## src/rtl/message_reg_host_if.sv

```systemverilog
// Keypad-to-host word entry bus: keypad strobe/letter in, captured word and
// completion/game-end flags out.
interface message_reg_host_if;
  logic        key_ready;
  logic [7:0]  setLetter;
  logic        rec_ready;
  logic        toggle_state;
  logic        gameEnd_host;
  logic [39:0] temp_word;

  modport master (
    output key_ready,
    output setLetter,
    input  rec_ready,
    input  toggle_state,
    input  gameEnd_host,
    input  temp_word
  );

  modport slave (
    input  key_ready,
    input  setLetter,
    output rec_ready,
    output toggle_state,
    output gameEnd_host,
    output temp_word
  );
endinterface

```

## src/rtl/message_reg_host.sv

```systemverilog
// Host-side secret-word entry register for the hangman game: collects one ASCII
// letter per keypad press into a WORD_LEN-letter register and flags completion/game end.
module message_reg_host #(
  parameter int          WORD_LEN = 5,
  parameter logic [7:0]  END_KEY  = 8'h2A
) (
  input  logic               clk,
  input  logic               nRst,
  message_reg_host_if.slave  bus
);

  localparam int         W        = 8 * WORD_LEN;
  localparam logic [2:0] FULL_CNT = 3'(WORD_LEN);

  typedef enum logic [1:0] {
    ST_COLLECT = 2'd0,
    ST_FULL    = 2'd1,
    ST_END     = 2'd2
  } state_e;

  state_e         state_q, state_d;
  logic           key_q;
  logic [2:0]     count_q, count_d;
  logic [W-1:0]   word_q, word_d;
  logic           rec_ready_q, rec_ready_d;
  logic           toggle_q, toggle_d;
  logic           game_end_q, game_end_d;

  logic           press_s;
  logic           valid_s;
  logic           end_s;

  function automatic logic is_letter(input logic [7:0] c);
    return (c >= 8'h41) && (c <= 8'h5A);
  endfunction

  assign press_s = bus.key_ready & ~key_q;
  assign valid_s = is_letter(bus.setLetter);
  assign end_s   = (bus.setLetter == END_KEY);

  // Next-state and next-output decode for the word collection FSM
  always_comb begin
    state_d     = state_q;
    count_d     = count_q;
    word_d      = word_q;
    rec_ready_d = 1'b0;
    toggle_d    = toggle_q;
    game_end_d  = game_end_q;
    case (state_q)
      ST_COLLECT: begin
        if (press_s && end_s) begin
          state_d    = ST_END;
          game_end_d = 1'b1;
        end else if (press_s && valid_s) begin
          word_d  = {word_q[W-9:0], bus.setLetter};
          count_d = count_q + 3'd1;
          if ((count_q + 3'd1) == FULL_CNT) begin
            state_d     = ST_FULL;
            rec_ready_d = 1'b1;
            toggle_d    = ~toggle_q;
          end else begin
            state_d = ST_COLLECT;
          end
        end else begin
          state_d = ST_COLLECT;
        end
      end
      ST_FULL: begin
        // A fresh letter after a complete word starts the next word from scratch
        if (press_s && end_s) begin
          state_d    = ST_END;
          game_end_d = 1'b1;
        end else if (press_s && valid_s) begin
          word_d  = {{(W-8){1'b0}}, bus.setLetter};
          count_d = 3'd1;
          state_d = ST_COLLECT;
        end else begin
          state_d = ST_FULL;
        end
      end
      ST_END: begin
        state_d = ST_END;
      end
      default: begin
        state_d = ST_COLLECT;
      end
    endcase
  end

  // State, key edge register and output registers
  always_ff @(posedge clk or posedge nRst) begin
    if (nRst) begin
      state_q     <= ST_COLLECT;
      key_q       <= 1'b0;
      count_q     <= 3'd0;
      word_q      <= '0;
      rec_ready_q <= 1'b0;
      toggle_q    <= 1'b0;
      game_end_q  <= 1'b0;
    end else begin
      state_q     <= state_d;
      key_q       <= bus.key_ready;
      count_q     <= count_d;
      word_q      <= word_d;
      rec_ready_q <= rec_ready_d;
      toggle_q    <= toggle_d;
      game_end_q  <= game_end_d;
    end
  end

  assign bus.temp_word    = word_q;
  assign bus.rec_ready    = rec_ready_q;
  assign bus.toggle_state = toggle_q;
  assign bus.gameEnd_host = game_end_q;

endmodule

```

## src/flat_wrapper.sv

```systemverilog
// flat-port wrapper written by rule: the top's interface ports become plain ports
module message_reg_host_flat 
#(
  parameter int          WORD_LEN = 5,
  parameter logic [7:0]  END_KEY  = 8'h2A
)
  (clk, nRst, bus_key_ready, bus_setLetter, bus_rec_ready, bus_toggle_state, bus_gameEnd_host, bus_temp_word);
  message_reg_host_if bus_i ();
  input  logic clk;
  input  logic nRst;
  input wire logic [$bits(bus_i.key_ready)-1:0] bus_key_ready;
  input wire logic [$bits(bus_i.setLetter)-1:0] bus_setLetter;
  output wire logic [$bits(bus_i.rec_ready)-1:0] bus_rec_ready;
  output wire logic [$bits(bus_i.toggle_state)-1:0] bus_toggle_state;
  output wire logic [$bits(bus_i.gameEnd_host)-1:0] bus_gameEnd_host;
  output wire logic [$bits(bus_i.temp_word)-1:0] bus_temp_word;
  assign bus_i.key_ready = bus_key_ready;
  assign bus_i.setLetter = bus_setLetter;
  assign bus_rec_ready = bus_i.rec_ready;
  assign bus_toggle_state = bus_i.toggle_state;
  assign bus_gameEnd_host = bus_i.gameEnd_host;
  assign bus_temp_word = bus_i.temp_word;
  message_reg_host #(.WORD_LEN(WORD_LEN), .END_KEY(END_KEY)) u_core (.clk(clk), .nRst(nRst), .bus(bus_i));
endmodule
```

## config.mk

```make
export PLATFORM = sky130hd
export DESIGN_NAME = message_reg_host_flat
export DESIGN_NICKNAME = d
export VERILOG_FILES = /design/src/rtl/message_reg_host_if.sv /design/src/rtl/message_reg_host.sv /design/src/flat_wrapper.sv
export SDC_FILE = /design/constraint.sdc
export NUM_CORES = 1
export LEC_CHECK = 0
export ABC_AREA = 1
export CELL_PAD_IN_SITES_DETAIL_PLACEMENT = 1
export CELL_PAD_IN_SITES_GLOBAL_PLACEMENT = 2
export CORE_UTILIZATION = 33
export CTS_BUF_LIST = sky130_fd_sc_hd__clkbuf_4
export DETAILED_ROUTE_END_ITERATION = 8
export GPL_ROUTABILITY_DRIVEN = 0
export PLACE_DENSITY = 0.88
export SLEW_MARGIN = 20
export SYNTH_ARGS = -nofsm -noshare
export SYNTH_HDL_FRONTEND = slang
export SYNTH_SLANG_ARGS = --single-unit
export TNS_END_PERCENT = 1
```

## constraint.sdc

```tcl
create_clock -name clk -period 3.8 [get_ports clk]
set_input_delay 0.38 -clock clk [delete_from_list [all_inputs] [get_ports clk]]
set_output_delay 0.38 -clock clk [all_outputs]
set_load 0.01 [all_outputs]
```

==> summary.txt <==
STA
  – Worst-case headroom to the max-slew limit: 37.8%
  – Worst-margin pin slew: 0.931 ns
  – Post-layout min period: 2.23 ns
  – Period utilisation layout: 58.6%
  – Setup violation total in the final timing report: 0
  – Clock Skews: 0.0133 ns
  – Final count of pins violating max slew: 0
  – Final count of hold timing violations: 0
  – Final TNS setup: 0 ns
  – Setup repair after global routing missed its margin: false
  – Maximum operating frequency: 449 MHz

Yosys
  – Syn Area/Cell: 9.53 sq um
  – Syn Nets: 248
  – Instance count of the mapped netlist: 235
  – Sequential element share of the synthesized area: 54.8%
  – Post-Synthesis Cell Area: 2240 sq um
  – Synth warn: 0
  – Distinct cells, synth: 23
  – Flip-flop and latch count after synthesis: 49

Final layout
  – Area growth from synthesis to layout: 26.9%
  – Final cell area excluding filler cells: 2840 sq um
  – Total Nets Final: 300
  – Most frequent cells in the layout: sky130_fd_sc_hd__nand2_1 (79), sky130_fd_sc_hd__clkdlybuf4s50_1 (53), sky130_fd_sc_hd__dfrtp_1 (49), sky130_fd_sc_hd__o21ai_2 (32), sky130_fd_sc_hd__inv_1 (17)
  – Final cell utilization of the core: 44.0%
  – Leading cell type in the layout, fill and taps excluded: sky130_fd_sc_hd__nand2_1
  – Layout cell share with drive strength beyond 1: 18.8%
  – Non-filler cells, final: 365
  – Number of antenna cells inserted: 0

Power
  – Internal Power: 1.10 mW
  – Net Switching: 0.617 mW
  – Fraction of power spent switching nets: 35.9%
  – Cell area power density: 606 nW/um^2
  – Share of total power in combinational logic: 40.0%
  – Total power after layout: 1.72 mW
  – Leakage: 1.32 nW
  – Clock network fraction of design power: 14.0%
  – Maximum resistive drop on vdd: 0.205 mV
  – Sequential cell fraction of total power: 46.1%

Place
  – Total cell area at the placement stage: 2780 sq um
  – Input/output buffers: 53
  – Detail Placement HPWL: 3430 microns
  – Number of cells after detailed placement: 357

Floorplan
  – Core Rows: 29
  – Number of ports placed on the die boundary: 54
  – Vertical die dimension: 84.4 microns
  – Floorplan die area: 7120 sq um
  – Initial core utilization: 34.7%
  – Area inside the core boundary: 6460 sq um
  – Width of the die: 84.4 microns

Worst setup path
  – Crit-path cells: clkdlybuf4s50_1 > nor2_2 > nand3_2 > nor2_1 > nor2_2 > nand3_4 > buf_4 > nand2_1 > o21ai_2
  – Worst Path Max Fanout: 55
  – Category of the worst setup path launch point: input port
  – Critical register-to-register path startpoint: u_core.key_q
  – Crit Path Category: input port to register
  – Path depth of the worst reg2reg path: 7
  – Flop2flop setup slack: 1.69 ns
  – Launching element of the worst setup path: bus_setLetter[2]
  – Signal arrival time at the worst endpoint: 2.50 ns
  – Delay of the slowest cell on the worst path: 0.57 ns
  – Crit path to: u_core.bus.temp_word[36]
  – Critical path's most frequent cell: sky130_fd_sc_hd__nor2_2
  – Required @ worst endpoint: 4.07 ns
  – Slowest CP cell: sky130_fd_sc_hd__nand3_4
  – Endpoint of the worst-slack reg-to-reg timing path: u_core.bus.temp_word[36]
  – Kind of capture point of the worst setup path: register

Global routing
  – Wire length of the first global-routing pass: 8630 microns
  – Number of global-route vias before repair: 1747
  – Antenna violations before repair: 0
  – Maximum number of pins on one net before global-route repair: 56
  – Global-route usage over all layers: 15.2%
  – Congestion Overflow GR: 0

CTS
  – Count of H-tree levels built during CTS: 2
  – TritonCTS Buffers: 5
  – Worst-Skew Late Latency: 0.36 ns
  – Post-CTS setup buffers: 0
  – Buffer cell driving the clock tree root: sky130_fd_sc_hd__clkbuf_4
  – Number of sinks on the clock net: 49
  – Max clock buf depth: 2
  – Clock-pin slew of the registers on the worst-case setup and hold paths: 0.15 ns
  – Clock tree from TritonCTS: done
  – Count of hold-fix buffers inserted at cts: 0
  – # resized after CTS: 0

Run status
  – Violations in the final reports: DRC
  – Status: complete, but fails checks

Drt
  – Wirelength, routed: 4900 microns
  – Remaining antenna violation count: 0
  – Routed length per instance: 13.4 microns
  – DR pass1 iterations: 6
  – Via/cell ratio: 4.67
  – Drt initial violations: 79
  – Number of vias in the routed layout: 1704
  – DRC viols: 4

Worst hold path
  – Min-delay worst type: input port to asynchronous set/reset pin

Flow run
  – Count of max-cap constraint violations: 0
[metal layers]
metal  vias to the layer above  GRT usage, %  routed length [microns]
li1                        847             -                        -
met1                       808          21.8                     2420
met2                        43          23.3                     2220
met3                         6          3.44                      210
met4                         0          3.70                       55
met5                         -             0                        0
[through the flow]
step	hold slack [ns]	setup slack, ns
after detailed placement	0.471	1.15
after global routing	0.464	1.36
after global placement	0.466	1.22
final	0.454	1.57
after CTS	0.460	1.56
after floorplan	0.411	2.25
[worst min-delay path by stage]
stage	from	end	slack [ns]	depth (start not counted)
finish	nRst	u_core.bus.temp_word[33]	0.45	2
global route	bus_key_ready	u_core.key_q	0.46	1
CTS	bus_key_ready	u_core.key_q	0.46	1
detailed placement	u_core.bus.gameEnd_host	u_core.bus.gameEnd_host	0.47	1
global placement	u_core.bus.gameEnd_host	u_core.bus.gameEnd_host	0.47	1
floorplan	bus_key_ready	u_core.key_q	0.41	0
[registers in the layout, summed over array words and instances, names as in the netlist]
| signal | cells |
|---|---|
| u_core.bus.temp_word | 40 |
| u_core.bus.rec_ready | 1 |
| u_core.bus.gameEnd_host | 1 |
| u_core.state_q | 2 |
| u_core.count_q | 3 |
| u_core.key_q | 1 |
| u_core.bus.toggle_state | 1 |
[cell families after synthesis]
family	synth area share (%)
AO/OA/AOI/OAI	14.1
AND/OR/NAND/NOR	22.1
buffers and inverters	7.49
XOR/XNOR	0.391
adder cells (fa/ha/maj)	1.12
flip-flops	54.8
[cells in the mapped netlist]
library cell	number	share of area, %
sky130_fd_sc_hd__a21oi_2	1	0.39
sky130_fd_sc_hd__buf_2	2	0.45
sky130_fd_sc_hd__nand3_1	10	2.2
sky130_fd_sc_hd__dfrtp_1	49	55
sky130_fd_sc_hd__a21oi_1	1	0.22
sky130_fd_sc_hd__nand4_1	4	1.1
sky130_fd_sc_hd__ha_1	2	1.1
sky130_fd_sc_hd__xnor2_1	1	0.39
sky130_fd_sc_hd__o21ai_1	1	0.22
sky130_fd_sc_hd__nand2_1	79	13
sky130_fd_sc_hd__o21bai_1	1	0.34
sky130_fd_sc_hd__o21ai_0	2	0.45
sky130_fd_sc_hd__inv_2	3	0.50
sky130_fd_sc_hd__o21ai_2	32	13
sky130_fd_sc_hd__nor3_1	2	0.45
sky130_fd_sc_hd__nor2_1	11	1.8
sky130_fd_sc_hd__or2_1	1	0.28
sky130_fd_sc_hd__buf_6	7	3.5
sky130_fd_sc_hd__nor2_2	3	0.84
sky130_fd_sc_hd__nand3_2	1	0.45
sky130_fd_sc_hd__nand2_2	3	0.84
sky130_fd_sc_hd__nand3_4	1	0.78
sky130_fd_sc_hd__inv_1	18	3.0
[power groups by stage]
stage / logic, mW / registers, mW / clock network, mW
after CTS: 0.699 / 0.797 / 0.251
final: 0.687 / 0.792 / 0.241
after global routing: 0.757 / 0.817 / 0.271
after floorplan: 0.306 / 0.838 / 0
after detailed placement: 0.697 / 0.807 / 0
after global placement: 0.679 / 0.803 / 0
[worst max-delay path: cells and delay by family]
kind	cells	cell delay [ns]
AND/OR/NAND/NOR	6	1.04
AO/OA/AOI/OAI	1	0.05
buffers and inverters	2	1.01
[area by class of cell]
type / count / area (sq um)
inverters: 21 / 80.1
well taps: 77 / 96.3
clock buffers: 6 / 45.0
repair buffers: 54 / 538
flip-flops and latches: 49 / 1230
clock inverters: 2 / 10.0
fillers: 756 / 3620
multi-input cells: 156 / 845
No activity file was read; power rests on OpenSTA's default activity.
